## src/rtl/arb_pkg.sv

```systemverilog
// Shared types and helpers for the 8-way round-robin arbiter.
// rr_pick returns the one-hot winner found by scanning req circularly from ptr.
package arb_pkg;

   localparam int ARB_N     = 8;
   localparam int ARB_IDX_W = 3;

   typedef enum logic {
      ST_IDLE  = 1'b0,
      ST_GRANT = 1'b1
   } arb_state_e;

   function automatic logic [ARB_N-1:0] rr_pick(input logic [ARB_N-1:0]     req,
                                                input logic [ARB_IDX_W-1:0] ptr);
      logic [ARB_N-1:0]     win;
      logic                 found;
      logic [ARB_IDX_W-1:0] pos;
      win   = '0;
      found = 1'b0;
      // Position arithmetic wraps naturally in ARB_IDX_W bits, giving the circular scan.
      for (int i = 0; i < ARB_N; i++) begin
         pos = ptr + ARB_IDX_W'(i);
         if (!found && req[pos]) begin
            win[pos] = 1'b1;
            found    = 1'b1;
         end
      end
      return win;
   endfunction

endpackage

```

## src/rtl/onehot_enc8x3.sv

```systemverilog
// Combinational 8-to-3 one-hot encoder; each index bit is the OR of the
// one-hot lines whose position has that bit set. All-zero input encodes to 0.
module onehot_enc8x3
   import arb_pkg::*;
(
   input  logic [ARB_N-1:0]     onehot_i,
   output logic [ARB_IDX_W-1:0] idx_o
);

   assign idx_o[0] = onehot_i[1] | onehot_i[3] | onehot_i[5] | onehot_i[7];
   assign idx_o[1] = onehot_i[2] | onehot_i[3] | onehot_i[6] | onehot_i[7];
   assign idx_o[2] = onehot_i[4] | onehot_i[5] | onehot_i[6] | onehot_i[7];

endmodule

```

## src/rtl/rr_arbiter_8.sv

```systemverilog
// Non-preemptive round-robin arbiter for 8 requesters with a registered one-hot grant.
// Define ARB_TIMEOUT_EN to build the hold counter that force-revokes a grant after MAX_HOLD cycles.
module rr_arbiter_8
   import arb_pkg::*;
#(
   parameter int MAX_HOLD = 16,
   parameter int CNT_W    = 5
)(
   input  logic                 clk,
   input  logic                 rst,
   input  logic [ARB_N-1:0]     req,
   output logic [ARB_N-1:0]     gnt,
   output logic [ARB_IDX_W-1:0] gnt_idx,
   output logic                 gnt_valid,
   output logic                 timeout
);

   if (MAX_HOLD < 1 || (2 ** CNT_W) <= MAX_HOLD) begin : g_bad_cfg
      $error("rr_arbiter_8: MAX_HOLD must be in 1..2**CNT_W-1");
   end

   arb_state_e           state_q, state_d;
   logic [ARB_N-1:0]     gnt_q, gnt_d;
   logic [ARB_IDX_W-1:0] ptr_q, ptr_d;
   logic [ARB_IDX_W-1:0] idx;

   onehot_enc8x3 u_enc (
      .onehot_i (gnt_q),
      .idx_o    (idx)
   );

`ifdef ARB_TIMEOUT_EN
   logic [CNT_W-1:0] hold_cnt_q, hold_cnt_d;
   logic             timeout_q, timeout_d;
   logic             hold_expired;

   assign hold_expired = (hold_cnt_q == CNT_W'(MAX_HOLD - 1));
   // Counter is zero on the first GRANT cycle because every IDLE cycle clears it.
   assign hold_cnt_d   = (state_q == ST_GRANT) ? hold_cnt_q + CNT_W'(1) : '0;
`endif

   always_comb begin
      state_d = state_q;
      gnt_d   = gnt_q;
      ptr_d   = ptr_q;
`ifdef ARB_TIMEOUT_EN
      timeout_d = 1'b0;
`endif
      case (state_q)
         ST_IDLE: begin
            if (|req) begin
               gnt_d   = rr_pick(req, ptr_q);
               state_d = ST_GRANT;
            end
         end
         ST_GRANT: begin
            // Voluntary release is checked first so it wins over a simultaneous timeout.
            if (!req[idx]) begin
               gnt_d   = '0;
               ptr_d   = idx + ARB_IDX_W'(1);
               state_d = ST_IDLE;
            end
`ifdef ARB_TIMEOUT_EN
            else if (hold_expired) begin
               gnt_d     = '0;
               ptr_d     = idx + ARB_IDX_W'(1);
               state_d   = ST_IDLE;
               timeout_d = 1'b1;
            end
`endif
         end
         default: begin
            gnt_d   = '0;
            state_d = ST_IDLE;
         end
      endcase
   end

   always_ff @(posedge clk) begin
      if (rst) begin
         state_q <= ST_IDLE;
         gnt_q   <= '0;
         ptr_q   <= '0;
      end else begin
         state_q <= state_d;
         gnt_q   <= gnt_d;
         ptr_q   <= ptr_d;
      end
   end

`ifdef ARB_TIMEOUT_EN
   always_ff @(posedge clk) begin
      if (rst) begin
         hold_cnt_q <= '0;
         timeout_q  <= 1'b0;
      end else begin
         hold_cnt_q <= hold_cnt_d;
         timeout_q  <= timeout_d;
      end
   end

   assign timeout = timeout_q;
`else
   assign timeout = 1'b0;
`endif

   assign gnt       = gnt_q;
   assign gnt_idx   = idx;
   assign gnt_valid = |gnt_q;

   a_gnt_onehot0: assert property (@(posedge clk) disable iff (rst) $onehot0(gnt_q));

endmodule
```

## config.mk

```make
export PLATFORM = sky130hd
export DESIGN_NAME = rr_arbiter_8
export DESIGN_NICKNAME = d
export VERILOG_FILES = /design/src/rtl/arb_pkg.sv /design/src/rtl/onehot_enc8x3.sv /design/src/rtl/rr_arbiter_8.sv
export SDC_FILE = /design/constraint.sdc
export NUM_CORES = 1
export LEC_CHECK = 0
export CAP_MARGIN = 15
export CELL_PAD_IN_SITES_DETAIL_PLACEMENT = 1
export CELL_PAD_IN_SITES_GLOBAL_PLACEMENT = 1
export CORE_MARGIN = 10
export CORE_UTILIZATION = 47
export CTS_CLUSTER_DIAMETER = 150
export DETAILED_ROUTE_END_ITERATION = 10
export GPL_ROUTABILITY_DRIVEN = 1
export GPL_TIMING_DRIVEN = 1
export PLACE_DENSITY = 0.87
export REMOVE_ABC_BUFFERS = 1
export SLEW_MARGIN = 20
export SYNTH_ARGS = -nofsm -noshare
export SYNTH_HDL_FRONTEND = slang
export SYNTH_HIERARCHICAL = 1
export SYNTH_SLANG_ARGS = --single-unit
```

## constraint.sdc

```tcl
create_clock -name clk -period 5.7 [get_ports clk]
set_input_delay 0.57 -clock clk [delete_from_list [all_inputs] [get_ports clk]]
set_output_delay 0.57 -clock clk [all_outputs]
set_load 0.01 [all_outputs]
```

-- Yosys cells after proc, flatten, opt, wreduce, memory -nomap -nowiden
Cells that the tools add are included.
- word-level logic and storage cells: 157
- register bits: 12
- output and inout bits: 13
- input bits: 10
- reduce and logical (&&, ||, !) cells: 26
- order comparisons: 17
- bitwise operators: 18
- multiplexer cells: 83
- $add $sub $neg: 8
- equal/unequal tests: 2
- operators with widths (operator ; count):
    $mux W8 ; 24
    $or A8 B8 Y8 ; 7
    $mux W1 ; 40
    $lt A3 B4 Y1 const B ; 9
    $bmux W1 S3 ; 9
    $demux W1 S3 ; 8
    $ge A3 B1 Y1 const B ; 8
    $pmux W8 S2 ; 1
    $reduce_or A8 Y1 ; 2
    $logic_and A1 B1 Y1 ; 15
    $add A3 B3 Y3 const B ; 4
    $or A1 B1 Y1 ; 9
    $logic_not A1 Y1 ; 7
    $add A3 B1 Y3 const B ; 2
    $add A3 B2 Y3 const B ; 2
    $ne A2 B2 Y1 const B ; 2
    $reduce_and A2 Y1 ; 2
    $not A1 Y1 ; 2
    $pmux W1 S2 ; 1

-- Logic depth before layout (Yosys ltp)
- depth after elaboration: 40
- gate-level depth with buffers: 14
- mapped depth without buffers: 8

-- Hierarchy
The synthesis kept the hierarchy.
- by module, submodules not included (module ; cells each ; times used ; seq. area each (um^2) ; area each (um^2)):
    rr_arbiter_8 ; 189 ; 1 ; 240.2 ; 1791.7
    onehot_enc8x3 ; 3 ; 1 ; 0.0 ; 22.5

-- Least setup slack after synthesis
Ideal clock, no wire load.
- path type: reg2reg
- start point: reg ptr_q[0]
- end point: reg gnt_q[3], in the netlist gnt[3]
- required time: 5.578 ns
- slack: 2.407 ns
- arrival time: 3.171 ns
- buffers on the path: 6
- setup time: 0.122 ns
- cell stages (with the launch flop): 15
- path through: dfxtp_1 buf_6 buf_4 inv_1 buf_1 ha_1 buf_6 buf_8 mux2i_1 mux4_2 a22o_2 buf_6 a41oi_2 o211ai_1 a221o_1
- word-level cells in the longest chain between the ends: 40
- elaborated cells on any way between the ends: 129
- ends and longest elaborated chain (element ; RTL line ; text):
    from (decl) ; rr_arbiter_8.sv:24 ; logic [ARB_IDX_W-1:0] ptr_q, ptr_d;
    from (signal assigned) ; rr_arbiter_8.sv:87 ; ptr_q <= ptr_d;
    parallel branches: the longest is 37 deep, another holds $lt A3 B4 Y1 ; n/a ;
    $mux W8 * ; arb_pkg.sv:23 ; if (!found && req[pos]) begin
    $mux W8 * ; rr_arbiter_8.sv:51 ; if (|req) begin
    $pmux W8 S2 * ; rr_arbiter_8.sv:49 ; case (state_q)
    to (signal assigned) ; rr_arbiter_8.sv:86 ; gnt_q <= gnt_d;
    to (decl) ; rr_arbiter_8.sv:23 ; logic [ARB_N-1:0] gnt_q, gnt_d;
Mark *: on every way between the ends. The select of a mux whose other input is x is not followed.
A chain may end at the register's enable or synchronous reset.

-- Worst setup path after layout
- start point: reg ptr_q[0]
- end point: reg gnt_q[0], in the netlist gnt[0]
The elaborated chain is that of the path after synthesis.

==> results.sh <==
export IMPL_outcome="completed"
export IMPL_synth_top_cell_area_share_pct=14.9
export IMPL_reg2regPathDepth=8
export IMPL_die_x_um=82.1
export IMPL_cp_max_fo=24
export IMPL_p_leak_nw=0.701
export IMPL_tightest_slew_ps=952
export IMPL_postCtsResizedCells=0
export IMPL_drv_slew=0
export IMPL_drive_above_1_share_pct=14.7
export IMPL_ctsHoldBuffers=0
export IMPL_arrival_ps=4570
export IMPL_rsz0062_at_grt="false"
export IMPL_fin_skew_ps=6.74
export IMPL_pre_cts_slack_ps=1450
export IMPL_first_iter_violations=226
export IMPL_yosysTopAreaCell="mux4_2"
export IMPL_fin_crit_ps=4400
export IMPL_fin_nets=215
export IMPL_required_ps=5870
export IMPL_port_buffers=21
export IMPL_area_growth_pct=10.7
export IMPL_min_delay_path_depth=2
export IMPL_overflow=0
export IMPL_hpwlAfterDp_um=4500
export IMPL_worst_setup_path_end_kind="flip-flop"
export IMPL_critPathLaunchType="flip-flop"
export IMPL_crit_start="ptr_q[0]"
export IMPL_yosys_warnings=6
export IMPL_synth_cell_types=49
export IMPL_die_area_um2=6750
export IMPL_coreArea_um2=3690
export IMPL_first_pass_iters=4
export IMPL_wl_per_cell_um=25.1
export IMPL_powerDensity_nw_per_um2=532
export IMPL_path_class="flip-flop to flip-flop"
export IMPL_cts_htree_levels=1
export IMPL_routed_via_count=1742
export IMPL_r2r_end="gnt[0]"
export IMPL_multiInputGateArea_um2=1430
export IMPL_ir_drop_mv=0.284
export IMPL_grt_use_total_pct=19.3
export IMPL_cts_sinks=12
export IMPL_grt_pass1_wl_um=10200
export IMPL_numCtsBuffers=3
export IMPL_row_count=22
export IMPL_cap_viol_max_count=0
export IMPL_slew_headroom_pct=36.5
export IMPL_num_fill_cells=430
export IMPL_hold_viol=0
export IMPL_root_buffer="clkbuf_8"
export IMPL_grt_start_max_net_pins=25
export IMPL_rrSetupSlack_ps=1300
export IMPL_cts_setup_buffers=0
export IMPL_antenna_left=0
export IMPL_avgSynthCellArea_um2=9.45
export IMPL_first_global_vias=1807
export IMPL_cts_tree="built"
export IMPL_fin_ws_ps=1300
export IMPL_seq_area_frac_synth_pct=13.2
export IMPL_start_util_pct=49.2
export IMPL_endpoint="gnt[0]"
export IMPL_wl_um=6150
export IMPL_antenna_found_initial=0
export IMPL_synthCells=192
export IMPL_tns_ps=0
export IMPL_place_congestion=0.945
export IMPL_syn_cell_area_um2=1810
export IMPL_seq_area_um2=240
export IMPL_worstHoldPathType="flip-flop to flip-flop"
export IMPL_ys_seq_elements=12
export IMPL_n_antenna_cell=0
export IMPL_ios=23
export IMPL_via_per_inst=7.11
export IMPL_regToRegStartpoint="ptr_q[0]"
export IMPL_clk_latency_ps=250
export IMPL_path_clk_slew_ps=60
export IMPL_timing_fmax_ghz=0.227
export IMPL_cts_max_path_buffers=2
export IMPL_drc=0
export IMPL_finalSetupViolations=0
export IMPL_synthTopCellsByArea="mux4_2 15%, dfxtp_1 13%, mux4_1 5.8%"
export IMPL_die_h_um=82.1
export IMPL_fin_crit_sh_pct=77.2
## worst min-delay path by stage
stage	from	to	slack, ps
final	gnt[0]	gnt[0]	510
after global routing	gnt[0]	gnt[0]	550
after CTS	gnt[0]	gnt[0]	510
after detailed placement	gnt[0]	gnt[0]	490
after global placement	state_q	state_q	490
after floorplan	state_q	state_q	470
## cells in the mapped netlist (all sizes together)
library cell,count
nand2,19
mux4,16
buf,14
dfxtp,12
nor2,12
a32o,8
and2,8
nand4,8
a41oi,7
ha,7
mux2i,7
clkbuf,6
mux2,6
nand2b,5
nor4,5
o211ai,5
a221o,4
inv,4
nand3,3
o211a,3
o221ai,3
or4,3
xor2,3
a21oi,2
and3,2
nor2b,2
nor3b,2
o21ai,2
o22ai,2
or2,2
a211oi,1
a221oi,1
a22o,1
a311oi,1
a41o,1
and4,1
conb,1
nand3b,1
o31ai,1
or3,1
## flip-flops by register name, indices dropped and copies added, names as in the netlist
signal   count
ptr_q        3
gnt          8
state_q      1
## critical path: stages, from the launching register on
cell      delay (ps)
dfxtp_1          940
inv_1            520
ha_1             900
mux4_2           600
mux2_2           300
or3_1            350
nand3b_4         230
o211a_1          290
o221ai_1         170
## metrics by stage
stage / std cells / total power [W] / instance area (um2) / util (%) / hold slack (ps)
floorplan: 172 / 0.000690 / 1680 / - / 466
global placement: 241 / 0.000908 / 1950 / 53.0 / 495
detailed placement: 241 / 0.000952 / 1950 / 53.0 / 492
CTS: 245 / 0.00106 / 2010 / 54.4 / 506
global route: 245 / 0.00114 / 2010 / 54.4 / 552
finish: 245 / 0.00107 / 2010 / 54.4 / 507
## where the power goes
group	internal (W)	leakage [nW]	total [W]	switching (W)
Combinational	0.000367	0.574	0.000806	0.000439
Clock	0.0000611	0.0288	0.0000951	0.0000340
Sequential	0.000110	0.0978	0.000167	0.0000570
## placed cells by master, fill, tap and decap left out, types with 5 or more instances in the layout
cell	n
dfxtp_1	12
a32o_1	8
mux4_2	12
mux2_2	5
mux2i_1	7
clkdlybuf4s50_1	21
o211ai_1	5
nand2b_1	5
nand4_1	8
nor2_1	12
nand2_1	19
ha_1	7
nor4_1	5
and2_1	8
## cells by family (layout without fill, tap and decap cells)
family          count (synthesis)  after routing  share of synthesized area [%]
other cells                     1              1                          0.207
buf+inv                        24             29                           8.07
simple gates                   74             74                           22.3
xor+xnor                        3              3                           1.45
fa+ha+maj                       7              7                           4.83
flops                          12             12                           13.2
compound gates                 42             42                           21.4
mux                            29             29                           28.5
## layer usage
| layer | vias to the layer above | share of wire (%) | track usage (%) | routed length (um) |
|---|---|---|---|---|
| li1 | 780 | - | - | - |
| met1 | 872 | 39 | 24.3 | 2420 |
| met2 | 72 | 52 | 32.0 | 3190 |
| met3 | 18 | 6.1 | 3.67 | 377 |
| met4 | 0 | 2.6 | 6.80 | 159 |
| met5 | - | 0 | 0 | 0 |
## layout make-up
| type | count | share of cell area, % |
|---|---|---|
| well taps | 48 | 2.99 |
| flip-flops and latches | 12 | 12.0 |
| multi-input cells | 156 | 71.1 |
| clock buffers | 4 | 2.74 |
| inverters | 4 | 0.748 |
| repair buffers | 21 | 10.5 |
No activity file was read; power rests on OpenSTA's default activity.
